**src/rtl/shared_timer_arbiter.sv**
```systemverilog
// shared_timer_arbiter: round-robin arbiter that lends one prescaled tick counter to NREQ requesters
module shared_timer_arbiter #(
  parameter int NREQ     = 4,
  parameter int CNT_W    = 16,
  parameter int PRESCALE = 25
) (
  input  logic                  clk,
  input  logic                  rst_n,
  input  logic [NREQ-1:0]       req,
  input  logic [NREQ*CNT_W-1:0] delay,
  input  logic                  abort,
  output logic [NREQ-1:0]       grant,
  output logic                  busy,
  output logic [NREQ-1:0]       done,
  output logic [CNT_W-1:0]      tick_count
);
  localparam int IW = $clog2(NREQ);
  localparam int PW = PRESCALE > 1 ? $clog2(PRESCALE) : 1;
  typedef enum logic [1:0] {IDLE, RUN, DONE} state_t;
  state_t           r_state;
  logic [NREQ-1:0]  r_grant, r_done;
  logic [IW-1:0]    r_owner, r_ptr, w_win, w_next;
  logic [CNT_W-1:0] r_tick, r_lat, w_dly;
  logic [PW-1:0]    r_pre;
  logic [IW:0]      w_idx;
  logic             w_tk, w_cancel;
  // Scan downward so the requester closest above the pointer is the last (winning) write.
  always_comb begin
    w_win = '0;
    w_idx = '0;
    for (int k = NREQ - 1; k >= 0; k--) begin
      w_idx = {1'b0, r_ptr} + (IW+1)'(k);
      w_idx = w_idx >= (IW+1)'(NREQ) ? w_idx - (IW+1)'(NREQ) : w_idx;
      w_win = req[w_idx[IW-1:0]] ? w_idx[IW-1:0] : w_win;
    end
  end
  assign w_next   = r_owner == IW'(NREQ - 1) ? '0 : r_owner + IW'(1);
  assign w_dly    = delay[w_win*CNT_W +: CNT_W];
  assign w_tk     = r_pre == PW'(PRESCALE - 1);
  assign w_cancel = abort || !req[r_owner];
  always_ff @(posedge clk or negedge rst_n) begin
    if (!rst_n) begin
      r_state <= IDLE;
      r_grant <= '0;
      r_done  <= '0;
      r_owner <= '0;
      r_ptr   <= '0;
      r_tick  <= '0;
      r_lat   <= '0;
      r_pre   <= '0;
    end else begin
      case (r_state)
        IDLE: if (|req) begin
          r_state <= RUN;
          r_grant <= NREQ'(1) << w_win;
          r_owner <= w_win;
          r_lat   <= w_dly == '0 ? CNT_W'(1) : w_dly;
          r_tick  <= '0;
          r_pre   <= '0;
        end
        RUN: if (w_cancel) begin
          r_state <= IDLE;
          r_grant <= '0;
          r_tick  <= '0;
          r_pre   <= '0;
          r_ptr   <= w_next;
        end else begin
          r_pre <= w_tk ? '0 : r_pre + PW'(1);
          if (w_tk) begin
            r_tick <= r_tick + CNT_W'(1);
            if (r_tick == r_lat - CNT_W'(1)) begin
              r_state <= DONE;
              r_done  <= r_grant;
            end
          end
        end
        default: begin
          r_state <= IDLE;
          r_done  <= '0;
          r_grant <= '0;
          r_tick  <= '0;
          r_pre   <= '0;
          r_ptr   <= w_next;
        end
      endcase
    end
  end
  assign grant      = r_grant;
  assign done       = r_done;
  assign busy       = r_state != IDLE;
  assign tick_count = r_tick;
endmodule
```
**config.mk**
```make
export PLATFORM = sky130hd
export DESIGN_NAME = shared_timer_arbiter
export DESIGN_NICKNAME = d
export VERILOG_FILES = /design/src/rtl/shared_timer_arbiter.sv
export SDC_FILE = /design/constraint.sdc
export NUM_CORES = 1
export LEC_CHECK = 0
export CAP_MARGIN = 20
export CORE_MARGIN = 1
export CORE_UTILIZATION = 55
export DETAILED_ROUTE_END_ITERATION = 8
export GPL_TIMING_DRIVEN = 0
export PLACE_DENSITY = 0.94
export SKIP_LAST_GASP = 1
export SYNTH_ARGS = -nofsm -noshare
export SYNTH_HDL_FRONTEND = slang
export SYNTH_SLANG_ARGS = --single-unit
```
**constraint.sdc**
```tcl
create_clock -name clk -period 7.45 [get_ports clk]
set_input_delay 1.49 -clock clk [delete_from_list [all_inputs] [get_ports clk]]
set_output_delay 1.49 -clock clk [all_outputs]
set_load 0.01 [all_outputs]
```
==> results of run 1 <==
## stage by stage
| stage | instance area, sq um | util | worst slack [ps] |
|---|---|---|---|
| 6_report | 5160 | 0.747 | 2520 |
| 5_1_grt | 5160 | 0.747 | 2220 |
| 4_1_cts | 5160 | 0.747 | 2670 |
| 3_5_place_dp | 5070 | 0.734 | 2350 |
| 3_3_place_gp | 5050 | 0.731 | 2480 |
| 2_1_floorplan | 3980 | - | 3870 |
## placed cells by master, fill, tap and decap left out, types with 8 or more instances in the layout
cell type        count
nor2_1              25
nor4_1              28
nand2_1             44
a221oi_1            15
a32oi_1             15
xor2_1              20
xnor2_1             16
clkdlybuf4s50_1     94
mux2_2              16
nand3_1             37
nor3b_1             18
o21ai_0             14
a21bo_2             15
inv_1                8
nand4_1              9
and3_1               9
dfrtp_1             51
clkbuf_1            37
## worst register-to-register path: stages, from the launching register on
cell      delay, ps
dfrtp_1         410
nor2b_1         110
clkbuf_1        420
a211o_1         180
clkbuf_1        330
and2_1          200
clkbuf_1        370
clkbuf_1        490
a32oi_1         240
nor4_1          490
nand4_1         150
a31oi_1         180
## routing by layer
metal	GRT usage	wire length, um	part of all wire	up-vias
met5	0	0	0	-
met4	0.177	495	0.039	0
met3	0.0607	1080	0.085	48
met2	0.601	6070	0.48	283
met1	0.440	5020	0.40	2018
li1	-	-	-	1934
## registers in the layout, summed over array words and instances (netlist names)
signal	cells
done	4
grant	4
r_lat	16
r_owner	2
r_pre	5
r_ptr	2
r_state	2
tick_count	16
## report_power, final
part	leakage [nW]	total, mW	internal (mW)	switching [mW]
Sequential	0.639	0.442	0.352	0.0900
Clock	0.0484	0.174	0.0764	0.0980
Combinational	1.27	0.902	0.388	0.513
Total	1.96	1.52	0.817	0.701
## area by class of cell
| class | count | area [sq um] |
|---|---|---|
| tap | 96 | 120 |
| multi-input combinational | 357 | 2500 |
| timing repair buffer | 96 | 966 |
| clock buffer | 7 | 86.3 |
| inverter | 9 | 33.8 |
| buffer | 41 | 174 |
| sequential | 51 | 1280 |
| clock inverter | 1 | 8.76 |
| fill | 512 | 1750 |
## worst max-delay path by stage
| stage | endpoint | cells after the start | startpoint |
|---|---|---|---|
| 6_report | r_lat[0]$_DFFE_PN0P_ | 12 | req[2] |
| 4_1_cts | r_lat[0]$_DFFE_PN0P_ | 12 | req[2] |
| 2_1_floorplan | r_lat[0]$_DFFE_PN0P_ | 11 | req[2] |
| 5_1_grt | r_lat[0]$_DFFE_PN0P_ | 12 | req[2] |
| 3_3_place_gp | r_lat[0]$_DFFE_PN0P_ | 12 | req[2] |
| 3_5_place_dp | r_lat[0]$_DFFE_PN0P_ | 12 | req[2] |
## logic make-up after synthesis
kind of cell	Yosys count	synth area share
flops	51	0.321
mux	24	0.0685
simple gates	207	0.294
compound gates	85	0.170
buf+inv	50	0.0522
xor+xnor	36	0.0792
fa+ha+maj	5	0.0157
==> reports/metrics.yaml, run 1 <==
sta:
  timing.fmax_ghz: 0.203
  finalSetupViolCount: 0
  final.period_utilization: 0.662
  tightest_slew_ps: 727
  min_period_ps: 4930
  relSlewSlack: 0.503
  rsz0062_at_grt: "no"
  fin_worst_skew_ps: 10.1
  setup_tns_ps: 0
  drv_slew: 0
  hold_viol: 0
  fin_hold_ws_ps: 545
cells_and_area:
  fin_cells: 658
  nets: 637
  drive_gt1_frac: 0.0907
  diodes: 0
  synthToLayoutAreaGrowth_pct: 29.7
detailed_routing:
  via_per_inst: 6.51
  drt-pass1-iter-count: 5
  wl_per_cell_um: 19.2
  vias: 4283
  detail_route.iter0.violations: 431
  postRouteAntennaNets: 0
  drt_wl_total_mm: 12.7
  route.detailed.drc: 0
setup_path:
  path_buf_inv: 5
  cp.required_ps: 7690
  path_cells: "clkdlybuf4s50_1, nor2b_1, clkbuf_1, a211o_1, clkbuf_1, and2_1, clkbuf_1, clkbuf_1, a32oi_1, nor4_1, nand4_1, a31oi_1"
  path_max_fanout: 10
  start_kind: "primary input"
  crit_slowest_cell: "clkdlybuf4s50_1"
  crit_path_max_incr_delay_ps: 510
  endpoint_kind: "flop"
  r2r_cells: 11
  rr_startpoint: "r_ptr[0]$_DFFE_PN0P_"
  cp_top_family: "buffers and inverters"
  r2r_setup_slack_ps: 3820
  cpMostUsedCell: "clkbuf_1"
  reg2reg_to: "r_lat[0]$_DFFE_PN0P_"
  critPathArrivalTime_ps: 5170
  crit_type: "primary input to flop"
global_route:
  grt.overflow.total: 0
  grt_pass1_vias: 4290
  grt_pass1_wl_mm: 20.8
  grt_usage: 0.356
  grt_start_max_net_pins: 41
  antenna_found_initial: 0
synth:
  async_flop_share: 1.00
  netlist_area_sq_um: 3980
  synth_edf_count: 0
  synth_ff_type: "dfrtp_1"
  synthTopCellsByCount: "51 x dfrtp_1, 44 x nand2_1, 37 x nand3_1, 36 x clkbuf_1, 28 x nor4_1"
  synth-seq-area-share: 0.321
  yosysUniqueCellTypes: 53
  synthTopCellsByArea: "dfrtp_1 32%, nand3_1 4.7%, mux2_2 4.5%, nor4_1 4.4%, xor2_1 4.4%"
  ys_seq_elements: 51
  syn_inst: 458
  synthesis.nets: 534
  yosys.area.top_type: "dfrtp_1"
  synth.most_common_cell: "dfrtp_1"
  yosysWarnings: 0
  avgSynthCellArea_sq_um: 8.69
  yosysTopAreaCellShare: 0.321
cts:
  cts_tree: "built"
  htreeDepth: 2
  ctsHoldBuffers: 0
  clkLatencyLatePin_ps: 310
  cts_root_buf: "clkbuf_8"
  cts_sinks: 51
  clock_path_buffers: 2
  cts_made_buffers: 5
  post_cts_buffers: 0
  cts.clk_slew.worst_paths_ps: 100
  cts_resized: 0
worst_hold_path:
  hp-class: "flop to flop"
  min_from: "grant[0]$_DFFE_PN0P_"
  hold_end: "grant[0]$_DFFE_PN0P_"
  hold_depth: 1
job:
  max_cap_viol_count: 0
floorplan:
  rows: 30
  core_area_sq_um: 6910
  die_x_um: 87.1
  die_area_sq_um: 7580
  start_util: 0.576
  dieHeight_um: 87.1
  ios: 96
power_and_ir_drop:
  p_per_area_nw_per_um2: 294
  ir_drop_mv: 0.128
  leakage_nw: 1.96
  power_mw: 1.52
placement:
  place_congestion: 0.981
  dpl.hpwl_mm: 9.89
  io_buffers: 95
  dp.cells: 650
status:
  run_status: "finished, final reports clean"
Note: power is estimated with default switching activity, not from simulation.
==> run 2: changes to the inputs <==
- CORE_UTILIZATION: 55 -> 46
- PLACE_DENSITY: 0.94 -> 0.85
- clock period: 7.45 -> 4.3 ns (I/O delays scaled with it)
==> run 2 against run 1 <==
  * Core utilization down 12 points
  * Wire length down 7.4%
  * Via count down 5.1%
  * Combinational power up 70%
  * Clock skew down 3.9 ps
  * Sequential cell count unchanged
  * Non-clock buffer count unchanged
  * First-iteration DRC count down 29%
  * Global-route usage down 8.4 points
  * Design area up 0.19%
  * Die area up 19%
  * Highest routed layer unchanged
==> reports/metrics.yaml, run 2 (synthesis gave the netlist of run 1 again) <==
cts:
  cts_resized: 0  # unchanged
  cts.clk_slew.worst_paths_ps: 100  # about the same
  post_cts_buffers: 0  # unchanged
  ctsHoldBuffers: 0  # unchanged
  clock_path_buffers: 2  # unchanged
  cts_root_buf: "clkbuf_8"
  htreeDepth: 2  # unchanged
  cts_sinks: 51  # unchanged
  cts_tree: "built"
  cts_made_buffers: 5  # unchanged
  clkLatencyLatePin_ps: 310  # about the same
setup_path:
  path_max_fanout: 10  # unchanged
  start_kind: "primary input"
  path_cells: "clkdlybuf4s50_1, nor2b_1, clkbuf_1, a211o_1, clkbuf_1, and2_1, clkbuf_1, clkbuf_2, a32oi_1, nor4_1, nand4_1, a31oi_1"
  crit_path_max_incr_delay_ps: 540  # +30 ps
  r2r_setup_slack_ps: 1120  # -2700 ps
  critPathArrivalTime_ps: 4110  # -1060 ps
  path_buf_inv: 5  # unchanged
  crit_slowest_cell: "clkdlybuf4s50_1"
  endpoint_kind: "flop"
  cp-startpoint: "req[2]"
  rr_startpoint: "r_ptr[0]$_DFFE_PN0P_"
  r2r_cells: 11  # unchanged
  crit_type: "primary input to flop"
  cpMostUsedCell: "clkbuf_1"
  cp_top_family: "buffers and inverters"
  cp.required_ps: 4540  # -3150 ps
  reg2reg_to: "r_lat[0]$_DFFE_PN0P_"
detailed_routing:
  drt-pass1-iter-count: 4  # -1
  wl_per_cell_um: 17.6  # -8.7%
  postRouteAntennaNets: 0  # unchanged
  route.detailed.drc: 0  # unchanged
  via_per_inst: 6.09  # -6.4%
  detail_route.iter0.violations: 308  # -29%
  vias: 4064  # -5.1%
  drt_wl_total_mm: 11.7  # -7.4%
sta:
  drv_slew: 0  # unchanged
  fin_ws_ps: 430  # -2090 ps
  final.period_utilization: 0.900
  fin_worst_skew_ps: 6.23  # -3.90 ps
  tightest_slew_ps: 739  # +11.9 ps
  hold_viol: 0  # unchanged
  min_period_ps: 3870
  finalSetupViolCount: 0  # unchanged
  relSlewSlack: 0.494  # -0.00816
  rsz0062_at_grt: "no"
  timing.fmax_ghz: 0.258
power_and_ir_drop:
  ir_drop_mv: 0.340  # +170%
  leakage_nw: 1.95  # -0.24%
  pwr-share-seq: 0.296  # +0.005
  p_per_area_nw_per_um2: 498  # +69%
  pwr-share-clk: 0.111  # -0.004
  p_comb_frac: 0.594  # about the same
  power.switching_mw: 1.18  # +68%
  p_int_mw: 1.40  # +71%
  switching_share: 0.457  # -0.00529
  power_mw: 2.58  # +70%
worst_hold_path:
  hp-class: "primary input to asynchronous set/reset pin"
cells_and_area:
  drive_gt1_frac: 0.0943  # +0.00356
  nets: 637  # unchanged
  diodes: 0  # unchanged
  final_core_util: 0.623  # -0.124
  final_cell_mix: "94 x clkdlybuf4s50_1, 51 x dfrtp_1, 44 x nand2_1"
  fill_cells: 697  # +36%
  synthToLayoutAreaGrowth_pct: 29.9
  final_common_cell: "clkdlybuf4s50_1"
global_route:
  grt_pass1_wl_mm: 19.0  # -8.6%
  grt_usage: 0.272  # -0.0839
  grt_pass1_vias: 3924  # -8.5%
  grt_start_max_net_pins: 38  # -7.3%
  antenna_found_initial: 0  # unchanged
  grt.overflow.total: 0  # unchanged
placement:
  dpl.hpwl_mm: 9.54  # -3.6%
  place_ws_ps: -87.6  # -2440 ps
  io_buffers: 95  # unchanged
  place_congestion: 0.894  # -8.8%
floorplan:
  die_x_um: 95.0  # +9.1%
  die_area_sq_um: 9030  # +19%
  rows: 33  # +10%
  dieHeight_um: 95.0  # +9.1%
  core_area_sq_um: 8300  # +20%
  start_util: 0.480  # -0.0967
  ios: 96  # unchanged
status:
  run_status: "finished, final reports clean"
job:
  max_cap_viol_count: 0  # unchanged
run 2: cell count changes in the layout (fill, tap and decap cells not counted):
cell        delta
inv_6          +1
clkinv_4       -1
clkbuf_2       +1
clkinvlp_4     +2
clkbuf_1       -2
clkbuf_8       -1
run 2: final cells by class:
type / count / area (sq um) / share of cell area
plain buffers: 41 / 175 / 0.0339
repair buffers: 96 / 966 / 0.187
flip-flops and latches: 51 / 1280 / 0.247
multi-input cells: 357 / 2500 / 0.483
clock inverters: 3 / 23.8 / 0.00460
inverters: 9 / 33.8 / 0.00653
clock buffers: 5 / 68.8 / 0.0133
well taps: 105 / 131 / 0.0254
run 2: per-layer routing:
layer | vias to the layer above | part of all wire | wire length (um) | global-route usage
li1 | 1928 | - | - | -
met1 | 1923 | 0.41 | 4800 | 0.336
met2 | 189 | 0.49 | 5760 | 0.483
met3 | 24 | 0.075 | 883 | 0.0415
met4 | 0 | 0.025 | 288 | 0.0922
met5 | - | 0 | 0 | 0
run 2: worst max path at each step:
| stage | to | slack, ps | depth (start not counted) |
|---|---|---|---|
| 6_report | r_lat[0]$_DFFE_PN0P_ | 430 | 12 |
| 2_1_floorplan | r_lat[0]$_DFFE_PN0P_ | 1350 | 11 |
| 3_5_place_dp | r_lat[0]$_DFFE_PN0P_ | -90 | 12 |
| 3_3_place_gp | r_lat[0]$_DFFE_PN0P_ | -80 | 12 |
| 4_1_cts | r_lat[0]$_DFFE_PN0P_ | 230 | 12 |
| 5_1_grt | r_lat[0]$_DFFE_PN0P_ | 190 | 12 |
run 2: through the flow:
| step | std cells | setup TNS (ps) | hold slack [ps] | instance area [sq um] |
|---|---|---|---|---|
| finish | 667 | 0 | 448 | 5170 |
| global route | 667 | 0 | 464 | 5170 |
| CTS | 667 | 0 | 453 | 5170 |
| detailed placement | 659 | -87.6 | 506 | 5080 |
| global placement | 658 | -78.1 | 512 | 5060 |
| floorplan | 458 | 0 | 497 | 3980 |
run 2: power by group through the flow:
stage | Sequential (mW) | Combinational [mW] | Clock (mW)
2_1_floorplan | 0.739 | 1.06 | 0
3_3_place_gp | 0.759 | 1.47 | 0
3_5_place_dp | 0.768 | 1.50 | 0
4_1_cts | 0.759 | 1.51 | 0.289
5_1_grt | 0.780 | 1.66 | 0.310
6_report | 0.761 | 1.53 | 0.285
run 2: worst reg2reg max path: cells and delay by family, from the launching register on:
kind / cells / cell delay (ps)
buffers and inverters: 4 / 1350
AND/OR/NAND/NOR: 4 / 760
AO/OA/AOI/OAI: 3 / 580
flip-flops: 1 / 430
==> run 3: changes to the inputs <==
- CTS_CLUSTER_SIZE: default -> 25
- PLACE_DENSITY: 0.85 -> 0.79
==> run 3 against run 2 <==
  * Sequential power about the same
  * Sequential cell count stayed put
  * First-iteration DRC count shrank 27%
  * Design area rose by 0.19%
  * Core utilization increased by 0.12 points
  * Global-route usage rose by 0.38 points
  * Critical path type unchanged
==> reports/metrics.yaml, run 3 (synthesis gave the netlist of run 1 again) <==
power_and_ir_drop:
  p_int_mw: 1.45  # +3.9%
  pwr-share-seq: 0.290  # -0.006
  power.switching_mw: 1.17  # -0.41%
  p_comb_frac: 0.588  # -0.006
  ir_drop_mv: 0.237  # -30%
  pwr-share-clk: 0.122  # +0.011
  leakage_nw: 1.96  # +0.54%
  p_per_area_nw_per_um2: 507  # +1.7%
  switching_share: 0.446  # -0.0105
sta:
  fin_hold_ws_ps: 465  # +16.7 ps
  setup_tns_ps: 0  # unchanged
  rsz0062_at_grt: "no"
  timing.fmax_ghz: 0.252  # -2.4%
  hold_viol: 0  # unchanged
  relSlewSlack: 0.526  # +0.0314
  fin_ws_ps: 334  # -96.7 ps
  final.period_utilization: 0.922  # +0.0225
  drv_slew: 0  # unchanged
  tightest_slew_ps: 710  # -29.4 ps
  fin_worst_skew_ps: 4.62  # -1.61 ps
  finalSetupViolCount: 0  # unchanged
  min_period_ps: 3970  # +96.7 ps
worst_hold_path:
  hp-class: "primary input to asynchronous set/reset pin"
global_route:
  antenna_found_initial: 0  # unchanged
  grt_start_max_net_pins: 38  # unchanged
  grt_usage: 0.276  # +0.00375
  grt.overflow.total: 0  # unchanged
  grt_pass1_vias: 3889  # -0.89%
  grt_pass1_wl_mm: 19.5  # +2.7%
setup_path:
  r2r_cells: 11  # unchanged
  crit_type: "primary input to flop"
  crit_slowest_cell: "clkdlybuf4s50_1"
  path_max_fanout: 10  # unchanged
  endpoint_kind: "flop"
  path_cells: "clkdlybuf4s50_1, nor2b_1, clkbuf_1, a211o_1, clkbuf_1, and2_1, clkbuf_1, clkbuf_2, a32oi_1, nor4_1, nand4_1, a31oi_1"
  start_kind: "primary input"
  crit_path_max_incr_delay_ps: 540  # about the same
  cp.required_ps: 4520  # -20 ps
  cpMostUsedCell: "clkbuf_1"
  critPathArrivalTime_ps: 4190  # +80 ps
cts:
  cts_tree: "built"
  ctsHoldBuffers: 0  # unchanged
  clkLatencyLatePin_ps: 300  # about the same
  cts.clk_slew.worst_paths_ps: 80  # -20 ps
  cts_root_buf: "clkbuf_8"
  cts_sinks: 51  # unchanged
  cts_made_buffers: 5  # unchanged
  htreeDepth: 2  # unchanged
  clock_path_buffers: 2  # unchanged
placement:
  dpl.hpwl_mm: 9.48  # -0.60%
  place_ws_ps: -114  # -26.5 ps
  io_buffers: 95  # unchanged
  place_congestion: 0.964  # +7.8%
  dp.cells: 659  # unchanged
status:
  run_status: "finished, final reports clean"
cells_and_area:
  diodes: 0  # unchanged
  fill_cells: 711  # +2.0%
  final_cell_mix: "94 x clkdlybuf4s50_1, 51 x dfrtp_1, 44 x nand2_1"
  drive_gt1_frac: 0.0909  # -0.00340
  synthToLayoutAreaGrowth_pct: 30.2
  final_common_cell: "clkdlybuf4s50_1"
  nets: 637  # unchanged
  fin_cells: 666  # -0.15%
detailed_routing:
  drt-pass1-iter-count: 5  # +1
  wl_per_cell_um: 18.0  # +2.3%
  vias: 4110  # +1.1%
  detail_route.iter0.violations: 225  # -27%
  route.detailed.drc: 0  # unchanged
  postRouteAntennaNets: 0  # unchanged
  via_per_inst: 6.17  # +1.3%
  drt_wl_total_mm: 12.0  # +2.2%
floorplan:
  ios: 96  # unchanged
  rows: 33  # unchanged
  start_util: 0.480  # unchanged
  die_x_um: 95.0  # unchanged
  dieHeight_um: 95.0  # unchanged
  core_area_sq_um: 8300  # unchanged
  die_area_sq_um: 9030  # unchanged
job:
  max_cap_viol_count: 0  # unchanged
[run 3: changes by cell type in the layout (fill, tap and decap cells not counted)]
cell and delta:
clkbuf_1 +1, inv_6 -1, bufinv_16 +1, clkinvlp_4 -2
[run 3: cell type report]
class / instances / area [sq um] / share of cell area
Buffer: 41 / 175 / 0.0338
Inverter: 9 / 33.8 / 0.00652
Clock inverter: 1 / 30.0 / 0.00580
Clock buffer: 6 / 72.6 / 0.0140
Sequential cell: 51 / 1280 / 0.246
Timing Repair Buffer: 96 / 966 / 0.186
Multi-Input combinational cell: 357 / 2500 / 0.482
Tap cell: 105 / 131 / 0.0254
[run 3: routing by layer]
metal	up-vias	share of wire	global-route usage
met5	-	0	0
met4	0	0.030	0.0985
met3	34	0.073	0.0335
met2	215	0.47	0.472
met1	1938	0.42	0.358
li1	1923	-	-
[run 3: through the flow]
step	util	power, mW	area (sq um)
floorplan	-	1.80	3980
global placement	0.610	2.23	5060
detailed placement	0.612	2.28	5080
CTS	0.624	2.60	5180
global route	0.624	2.79	5180
finish	0.624	2.63	5180
[run 3: worst max-delay path: cells and delay by family]
kind	cells	cell delay, ps
buf+inv	5	1950
simple gates	4	820
compound gates	3	550
[run 3: path summary, 6_finish.rpt]
kind                       slack [ps]                     end                  from
max                               330    r_lat[0]$_DFFE_PN0P_                req[2]
min                               460    r_pre[3]$_DFFE_PN0P_                 rst_n
max reg2reg                      1050    r_lat[0]$_DFFE_PN0P_  r_ptr[0]$_DFFE_PN0P_
min reg2reg                       540    grant[0]$_DFFE_PN0P_  grant[0]$_DFFE_PN0P_
max in group asynchronous        3320  r_state[1]$_DFFE_PN0P_                 rst_n
min in group clk                  540    grant[0]$_DFFE_PN0P_  grant[0]$_DFFE_PN0P_
[run 3: what timing repair did]
action                     4_1_cts  5_1_grt
buffers inserted                 0        0
gates resized for setup          0        2
setup endpoints to repair        0        1
[run 3: power by group through the flow]
stage / clock network, mW / logic, mW / registers (mW)
2_1_floorplan: 0 / 1.06 / 0.739
3_3_place_gp: 0 / 1.47 / 0.761
3_5_place_dp: 0 / 1.51 / 0.770
4_1_cts: 0.325 / 1.52 / 0.760
5_1_grt: 0.345 / 1.65 / 0.788
6_report: 0.320 / 1.54 / 0.761
==> RTL change: new RTL, flow settings as in run 2 <==
Change the parameter `PRESCALE` from 25 to 50.
--- a/src/rtl/shared_timer_arbiter.sv
+++ b/src/rtl/shared_timer_arbiter.sv
@@ -3,5 +3,5 @@
   parameter int NREQ     = 4,
   parameter int CNT_W    = 16,
-  parameter int PRESCALE = 25
+  parameter int PRESCALE = 50
 ) (
   input  logic                  clk,
Behaviour: same outputs for any inputs over 10 cycles, from zero or initial values and one cycle with rst_n low; that may be too few to reach the edited logic, so the function may still have changed.
==> RTL change against run 2 <==
- final area grew 3.7%
- via count grew 7.9%
- utilization shrank 0.53 points
- fmax grew 6.2%
- sequential share of layout area shrank 0.41 points
- sequential cell count grew 1
- area after synthesis grew 3.0%
- worst hold slack gained 0.10 ns
- register-to-register slack gained 0.04 ns
- setup slack gained 0.23 ns
- non-clock buffer count grew 2
- total power grew 8.4%
- wire length grew 9.6%
==> RTL change: results (changes against run 2) <==
<table>
<tr><th>Metric</th><th>Value</th></tr>
<tr><th colspan="2">Global routing</th></tr>
<tr><td>Global-route wire length before repair</td><td>20,400 microns (+7.6%)</td></tr>
<tr><td>GRT Util Overall</td><td>0.285 (+0.0122)</td></tr>
<tr><td>Number of global-route vias before repair</td><td>4,138 (+5.5%)</td></tr>
<tr><th colspan="2">Routing</th></tr>
<tr><td>Total via count in the routed design</td><td>4,385 (+7.9%)</td></tr>
<tr><td>Detailed Route WL</td><td>12,900 microns (+9.6%)</td></tr>
<tr><td>Total iterations of the first detailed-routing run</td><td>8 (+4)</td></tr>
<tr><td>Iteration-0 DRC count of the detailed router</td><td>279 (-9.4%)</td></tr>
<tr><th colspan="2">Synthesis</th></tr>
<tr><td>Sequential-to-total area share from yosys stat</td><td>0.317 (-0.00339)</td></tr>
<tr><td>Synth top cells by count</td><td>sky130_fd_sc_hd__dfrtp_1, sky130_fd_sc_hd__nand3_1, sky130_fd_sc_hd__nand2_1, sky130_fd_sc_hd__clkbuf_1, sky130_fd_sc_hd__nor2_1</td></tr>
<tr><td>Unique cell type count in the Yosys netlist</td><td>64 (+21%)</td></tr>
<tr><td>Largest cells by area after synthesis</td><td>sky130_fd_sc_hd__dfrtp_1, sky130_fd_sc_hd__nand3_1, sky130_fd_sc_hd__mux2_2</td></tr>
<tr><th colspan="2">Run status</th></tr>
<tr><td>Run status</td><td>complete, no violations</td></tr>
<tr><th colspan="2">Final layout</th></tr>
<tr><td>Buffering overhead</td><td>0.213 (-0.00783)</td></tr>
<tr><td>Number of signal-net buffers in the layout</td><td>139 (+1.5%)</td></tr>
<tr><td>Non-clock inverters</td><td>14 (+5)</td></tr>
<tr><td>ClkCell Share</td><td>0.0296 (+0.0117)</td></tr>
<tr><td>Share of post-route cells with drive strength above 1</td><td>0.104 (+0.00979)</td></tr>
<tr><td>Fraction of area in multi-input gates</td><td>0.480 (-0.00289)</td></tr>
<tr><td>Register Area</td><td>0.00130 sq mm (+2.0%)</td></tr>
<tr><td>Multi-input comb cells</td><td>373 (+4.5%)</td></tr>
<tr><th colspan="2">Placement</th></tr>
<tr><td>Worst setup slack before clock tree synthesis</td><td>0.387 ns (+0.475 ns)</td></tr>
<tr><td>Post-DP HPWL</td><td>9860 microns (+3.4%)</td></tr>
<tr><th colspan="2">Power and ir drop</th></tr>
<tr><td>Sw Share</td><td>0.437 (-0.0201)</td></tr>
<tr><td>Cell Pwr Density</td><td>521 mW/mm^2 (+4.5%)</td></tr>
<tr><th colspan="2">Timing</th></tr>
<tr><td>Skew final</td><td>0.0111 ns (+0.00489 ns)</td></tr>
</table>
## RTL change: per-stage QoR
stage	utilization	total power [mW]	instances	hold WS [ns]	area (sq um)
after floorplan	-	1.81	482	0.494	4100
after global placement	0.598	2.25	685	0.515	5190
after detailed placement	0.599	2.29	686	0.535	5200
after CTS	0.618	2.77	694	0.558	5360
after global routing	0.618	2.96	694	0.573	5360
final	0.618	2.79	694	0.548	5360
## RTL change: path summary, 6_finish.rpt
| check | slack (ns) | cells past startpoint | from | end |
|---|---|---|---|---|
| max | 0.66 | 12 | req[2] | r_lat[0] |
| min | 0.55 | 1 | rst_n | tick_count[1] |
| max reg2reg | 1.16 | 8 | r_lat[4] | done[3] |
| min reg2reg | 0.55 | 1 | grant[0] | grant[0] |
| max in group asynchronous | 3.19 | 2 | rst_n | r_lat[6] |
| min in group clk | 0.55 | 1 | grant[0] | grant[0] |
## RTL change: cell families (layout without fill, tap and decap cells)
| group | Yosys count | in the layout | synth area share |
|---|---|---|---|
| compound gates | 107 | 107 | 0.211 |
| xor+xnor | 28 | 28 | 0.0598 |
| fa+ha+maj | 5 | 5 | 0.0153 |
| buf+inv | 57 | 161 | 0.0555 |
| flops | 52 | 52 | 0.317 |
| mux | 17 | 17 | 0.0491 |
| simple gates | 216 | 216 | 0.292 |
## RTL change: power by group through the flow
stage,clock network [mW],logic [mW],registers (mW)
3_3_place_gp,0,1.47,0.777
5_1_grt,0.487,1.67,0.801
6_report,0.467,1.54,0.784
4_1_cts,0.467,1.52,0.780
2_1_floorplan,0,1.07,0.746
3_5_place_dp,0,1.51,0.787
## RTL change: per-layer routing
| metal | up-vias | share of wire |
|---|---|---|
| met5 | - | 0 |
| met4 | 0 | 0.034 |
| met3 | 39 | 0.063 |
| met2 | 209 | 0.48 |
| met1 | 2100 | 0.42 |
| li1 | 2037 | - |
